File: src/rtl/fsmc_bus_master.sv
// FSMC-style asynchronous SRAM bus master.
// Each access runs ADDR (address setup), DATA (strobe low), then TURN
// (bus turnaround). Every output is a flop loaded from the next-state
// decode, so bus pins change cleanly on clock edges and no input reaches
// an output combinationally.
module fsmc_bus_master #(
   parameter int ADRW    = 1,
   parameter int DATW    = 3,
   parameter int ADDSET  = 2,
   parameter int DATAST  = 6,
   parameter int BUSTURN = 4
) (
   input  logic            clk,
   input  logic            rst,
   input  logic            req,
   input  logic            req_write,
   input  logic [ADRW-1:0] req_adr,
   input  logic [DATW-1:0] req_wdata,
   output logic            busy,
   output logic            done,
   output logic [DATW-1:0] rd_data,
   output logic            NE,
   output logic            NOE,
   output logic            NWE,
   output logic [ADRW-1:0] An,
   output logic [DATW-1:0] Dn_out,
   output logic            Dn_oe,
   input  logic [DATW-1:0] Dn_in
);

   // Six bits cover the largest phase (DATAST up to 63). The counter is
   // loaded with length-1 on phase entry and counts down to zero, so it
   // never wraps inside a phase.
   localparam int CNTW = 6;
   localparam logic [CNTW-1:0] ADDSET_LAST  = CNTW'(ADDSET - 1);
   localparam logic [CNTW-1:0] DATAST_LAST  = CNTW'(DATAST - 1);
   localparam logic [CNTW-1:0] BUSTURN_LAST = CNTW'(BUSTURN - 1);

   typedef enum logic [1:0] {IDLE, ADDR, DATA, TURN} state_t;

   state_t            state_reg, state_next;
   logic [CNTW-1:0]   cnt_reg, cnt_next;
   logic              wr_reg;
   logic              wr_next;
   logic              accept;
   logic              data_end;

   // Direction of the access that occupies the next cycle: a freshly
   // accepted request overrides the stored one on the acceptance edge.
   assign wr_next = accept ? req_write : wr_reg;

   // State and phase counter registers.
   always_ff @(posedge clk) begin
      if (rst) begin
         state_reg <= IDLE;
         cnt_reg   <= '0;
      end else begin
         state_reg <= state_next;
         cnt_reg   <= cnt_next;
      end
   end

   // Next-state decode: requests are only looked at in IDLE, so anything
   // arriving while busy is simply dropped.
   always_comb begin
      state_next = state_reg;
      cnt_next   = cnt_reg;
      accept     = 1'b0;
      data_end   = 1'b0;
      case (state_reg)
         IDLE: begin
            if (req) begin
               accept     = 1'b1;
               state_next = ADDR;
               cnt_next   = ADDSET_LAST;
            end
         end
         ADDR: begin
            if (cnt_reg == '0) begin
               state_next = DATA;
               cnt_next   = DATAST_LAST;
            end else begin
               cnt_next = cnt_reg - CNTW'(1);
            end
         end
         DATA: begin
            if (cnt_reg == '0) begin
               data_end   = 1'b1;
               state_next = TURN;
               cnt_next   = BUSTURN_LAST;
            end else begin
               cnt_next = cnt_reg - CNTW'(1);
            end
         end
         TURN: begin
            if (cnt_reg == '0) begin
               state_next = IDLE;
               cnt_next   = '0;
            end else begin
               cnt_next = cnt_reg - CNTW'(1);
            end
         end
         default: begin
            state_next = IDLE;
            cnt_next   = '0;
         end
      endcase
   end

   // Registered bus pins and handshake outputs, decoded from the state the
   // FSM is entering so they line up exactly with the phase boundaries.
   always_ff @(posedge clk) begin
      if (rst) begin
         wr_reg  <= 1'b0;
         An      <= '0;
         Dn_out  <= '0;
         Dn_oe   <= 1'b0;
         NE      <= 1'b1;
         NOE     <= 1'b1;
         NWE     <= 1'b1;
         busy    <= 1'b0;
         done    <= 1'b0;
         rd_data <= '0;
      end else begin
         if (accept) begin
            wr_reg <= req_write;
            An     <= req_adr;
            Dn_out <= req_wdata;
         end
         NE    <= !(state_next == ADDR || state_next == DATA);
         NOE   <= !(state_next == DATA && !wr_next);
         NWE   <= !(state_next == DATA && wr_next);
         Dn_oe <= (state_next == DATA) && wr_next;
         busy  <= (state_next != IDLE);
         done  <= data_end;
         // Pad data is taken on the edge that closes the read strobe.
         if (data_end && !wr_reg) begin
            rd_data <= Dn_in;
         end
      end
   end

endmodule

File: config.mk
export PLATFORM = sky130hd
export DESIGN_NAME = fsmc_bus_master
export DESIGN_NICKNAME = d
export VERILOG_FILES = /design/src/rtl/fsmc_bus_master.sv
export SDC_FILE = /design/constraint.sdc
export NUM_CORES = 1
export LEC_CHECK = 0
export ABC_CLOCK_PERIOD_IN_PS = 2000
export BUFFER_PORTS_ARGS = -buffer_cell sky130_fd_sc_hd__buf_2
export CAP_MARGIN = 30
export CORE_AREA = 2 2 56 58
export CTS_BUF_LIST = sky130_fd_sc_hd__clkbuf_4 sky130_fd_sc_hd__clkbuf_8
export CTS_CLUSTER_DIAMETER = 80
export DETAILED_ROUTE_END_ITERATION = 16
export DIE_AREA = 0 0 58 60
export GPL_TIMING_DRIVEN = 0
export SYNTH_ARGS = -nofsm -noshare
export SYNTH_HDL_FRONTEND = slang
export SYNTH_SLANG_ARGS = --single-unit
File: constraint.sdc
create_clock -name clk -period 2 [get_ports clk]
set_input_delay 0.1 -clock clk [delete_from_list [all_inputs] [get_ports clk]]
set_output_delay 0.1 -clock clk [all_outputs]
set_load 0.01 [all_outputs]
==> results.toml <==
[power_and_ir_drop]
power_uw = 1940
leakagePower_uw = 0.000542
ir_worst_vdd_mv = 0.957
p_per_area_mw_per_mm2 = 1580

[timing]
period_needed_ns = 1.91
final_hold_viol_count = 0
setup_slack_ns = 0.0934
clock_skew_ns = 0.00156
post-route-period-util = 0.953
relSlewSlack = 0.688
timing.fmax_mhz = 524
worst_pin_slew_ns = 0.469
finalMaxSlewViolations = 0
setup_viol = 0

[synthesis]
syn_inst = 102
netlist_area_um2 = 948
synth_edf_count = 0
ys_seq_elements = 22
yosysUniqueCellTypes = 33
postSynth.asyncResetShare = 0
syn-num-nets = 117
yosys.area.top_type = "dfxtp_1"
synth_warnings = 0
synth_ff_type = "dfxtp_1"
ys_top_cells_by_area = "dfxtp_1 46%, ha_1 5.3%, nand2_1 4.4%"
syn_avg_cell_area_um2 = 9.30
seq_area_frac_synth = 0.464
synth_top_area_share = 0.464

[clock_network]
hold_buffers = 0
cts_sinks = 22
htreeDepth = 1
numCtsBuffers = 3
cts_buffer_depth = 2
cts_root_buffer = "clkbuf_4"
clkTransAtPathRegs_ns = 0.13
cts_tree = "yes"
clk_latency_ns = 0.31

[floorplan]
core_area_mm2 = 0.00290
initial_core_util = 0.327
die_width_um = 58
fp-row-count = 20
die_area_mm2 = 0.00348
io_pins = 24
die_h_um = 60

[global_route]
grt_pass1_wl_um = 3270
grt_pass1_vias = 741
antenna_found_initial = 0
grt_overflow_total = 0
grt_max_degree = 14
grt_util_all_layers = 0.124

[detailed_routing]
drtAntennaViolNets = 0
finalWirelength_um = 2080
via_per_inst = 4.79
avgRoutedWirePerCell_um = 12.6
first_pass_iters = 4
first_iter_violations = 11
drc = 0
vias = 790

[finish]
seq_area_um2 = 442
fillers = 298
final_nets = 148
multi_input_area_um2 = 518
largest_reg_flops = 6
post-route-util = 0.423
antenna_cells = 0
final_cell_mix = "23 x buf_2, 21 x dfxtp_1, 11 x nand2_1, 8 x nor2_1, 8 x a21oi_1"
layout-drive-gt1-share = 0.333
final_area_mm2 = 0.00123
final_common_cell = "buf_2"
area_delta_synth_final_pct = 29.6

[placement]
place_area_mm2 = 0.00110
place_congestion = 0.868
dp_hpwl_um = 1520
portBuffers = 23
dpl_worst_slack_ns = -0.207

[setup_path]
r2r_start = "cnt_reg[0]$_SDFFE_PP0P_"
crit_type = "flip-flop to flip-flop"
cp-end-kind = "flip-flop"
cp.required_ns = 2.21
cpPeakStageDelay_ns = 0.38
slowest_stage = "dfxtp_2"
critPathLaunchType = "flip-flop"
crit_fanout = 4
startpoint = "cnt_reg[0]$_SDFFE_PP0P_"
crit_chain = "inv_2 > ha_4 > nor3b_4 > and3_1 > o31ai_4 > ha_2 > or3b_1"
r2r_cells = 7
r2r-end = "NWE$_SDFF_PP1_"
critical_path_arrival_ns = 2.11
reg2reg_slack_ns = 0.09
critPathCapture = "NWE$_SDFF_PP1_"

[outcome]
status = "finished, final reports clean"

[run]
cap_violations = 0

[min_path]
hold_path_class = "input port to flip-flop"
min-delay-start = "Dn_in[1]"
[repair_timing]
item | 4_1_cts | 5_1_grt
setup endpoints to repair | 1 | 3
pin swaps | 2 | 1
buffers inserted | 1 | 2
gates resized for setup | 5 | 6
[where the power goes]
| group | internal (uW) | switching, uW | leakage, uW |
|---|---|---|---|
| registers | 557 | 126 | 0.000180 |
| clock network | 202 | 142 | 0.0000279 |
| logic | 439 | 470 | 0.000334 |
| total | 1200 | 738 | 0.000542 |
[metal layers]
metal	track usage	wire [um]
met3	0.0260	61
met2	0.211	1060
met4	0.0399	13
met1	0.155	940
met5	0	0
[worst min path at each step]
stage	to	slack, ns	depth (start not counted)
floorplan	NWE$_SDFF_PP1_	0.20	1
global placement	rd_data[1]$_SDFFE_PP0P_	0.33	3
detailed placement	rd_data[1]$_SDFFE_PP0P_	0.34	3
CTS	Dn_out[1]$_SDFFE_PP0P_	0.003	3
global route	Dn_out[2]$_SDFFE_PP0P_	0.01	3
finish	rd_data[1]$_SDFFE_PP0P_	0.01	3
[cell families after synthesis]
logic type,Yosys count,synth area share
and+or+nand+nor,49,0.296
DFF,22,0.464
AOI/OAI and AO/OA,13,0.0778
buffers and inverters,7,0.0396
muxes,4,0.0422
adders and majority gates,4,0.0528
xor gates and xnor gates,3,0.0277
[per-stage QoR]
step                hold slack [ns]  cells  setup TNS (ns)
floorplan                     0.204    102               0
finish                       0.0143    165               0
global route                 0.0117    165        -0.00912
global placement              0.334    158          -0.196
detailed placement            0.340    158          -0.207
CTS                         0.00283    163               0
[critical path: cells and delay by family (launching register included)]
kind	cells	cell delay, ns
adder cells (fa/ha/maj)	2	0.39
buffers and inverters	1	0.06
AND/OR/NAND/NOR	3	0.74
flip-flops	1	0.38
AO/OA/AOI/OAI	1	0.23
[Yosys cell counts (all sizes together), types with 2 or more instances]
library cell  count
dfxtp            22
nand2            11
nor2             10
a21oi             8
nand3             8
ha                4
mux2i             4
inv               3
nor3b             3
or3               3
xor2              3
and2              2
buf               2
clkbuf            2
nand3b            2
nor3              2
o21ai             2
[cell type report]
cell class | count | share of cell area
Sequential cell | 22 | 0.359
Multi-Input combinational cell | 73 | 0.422
Inverter | 3 | 0.00916
Tap cell | 33 | 0.0336
Timing Repair Buffer | 26 | 0.112
Clock buffer | 3 | 0.0183
Clock inverter | 1 | 0.0244
Buffer | 4 | 0.0214
No activity file was read; power rests on OpenSTA's default activity.
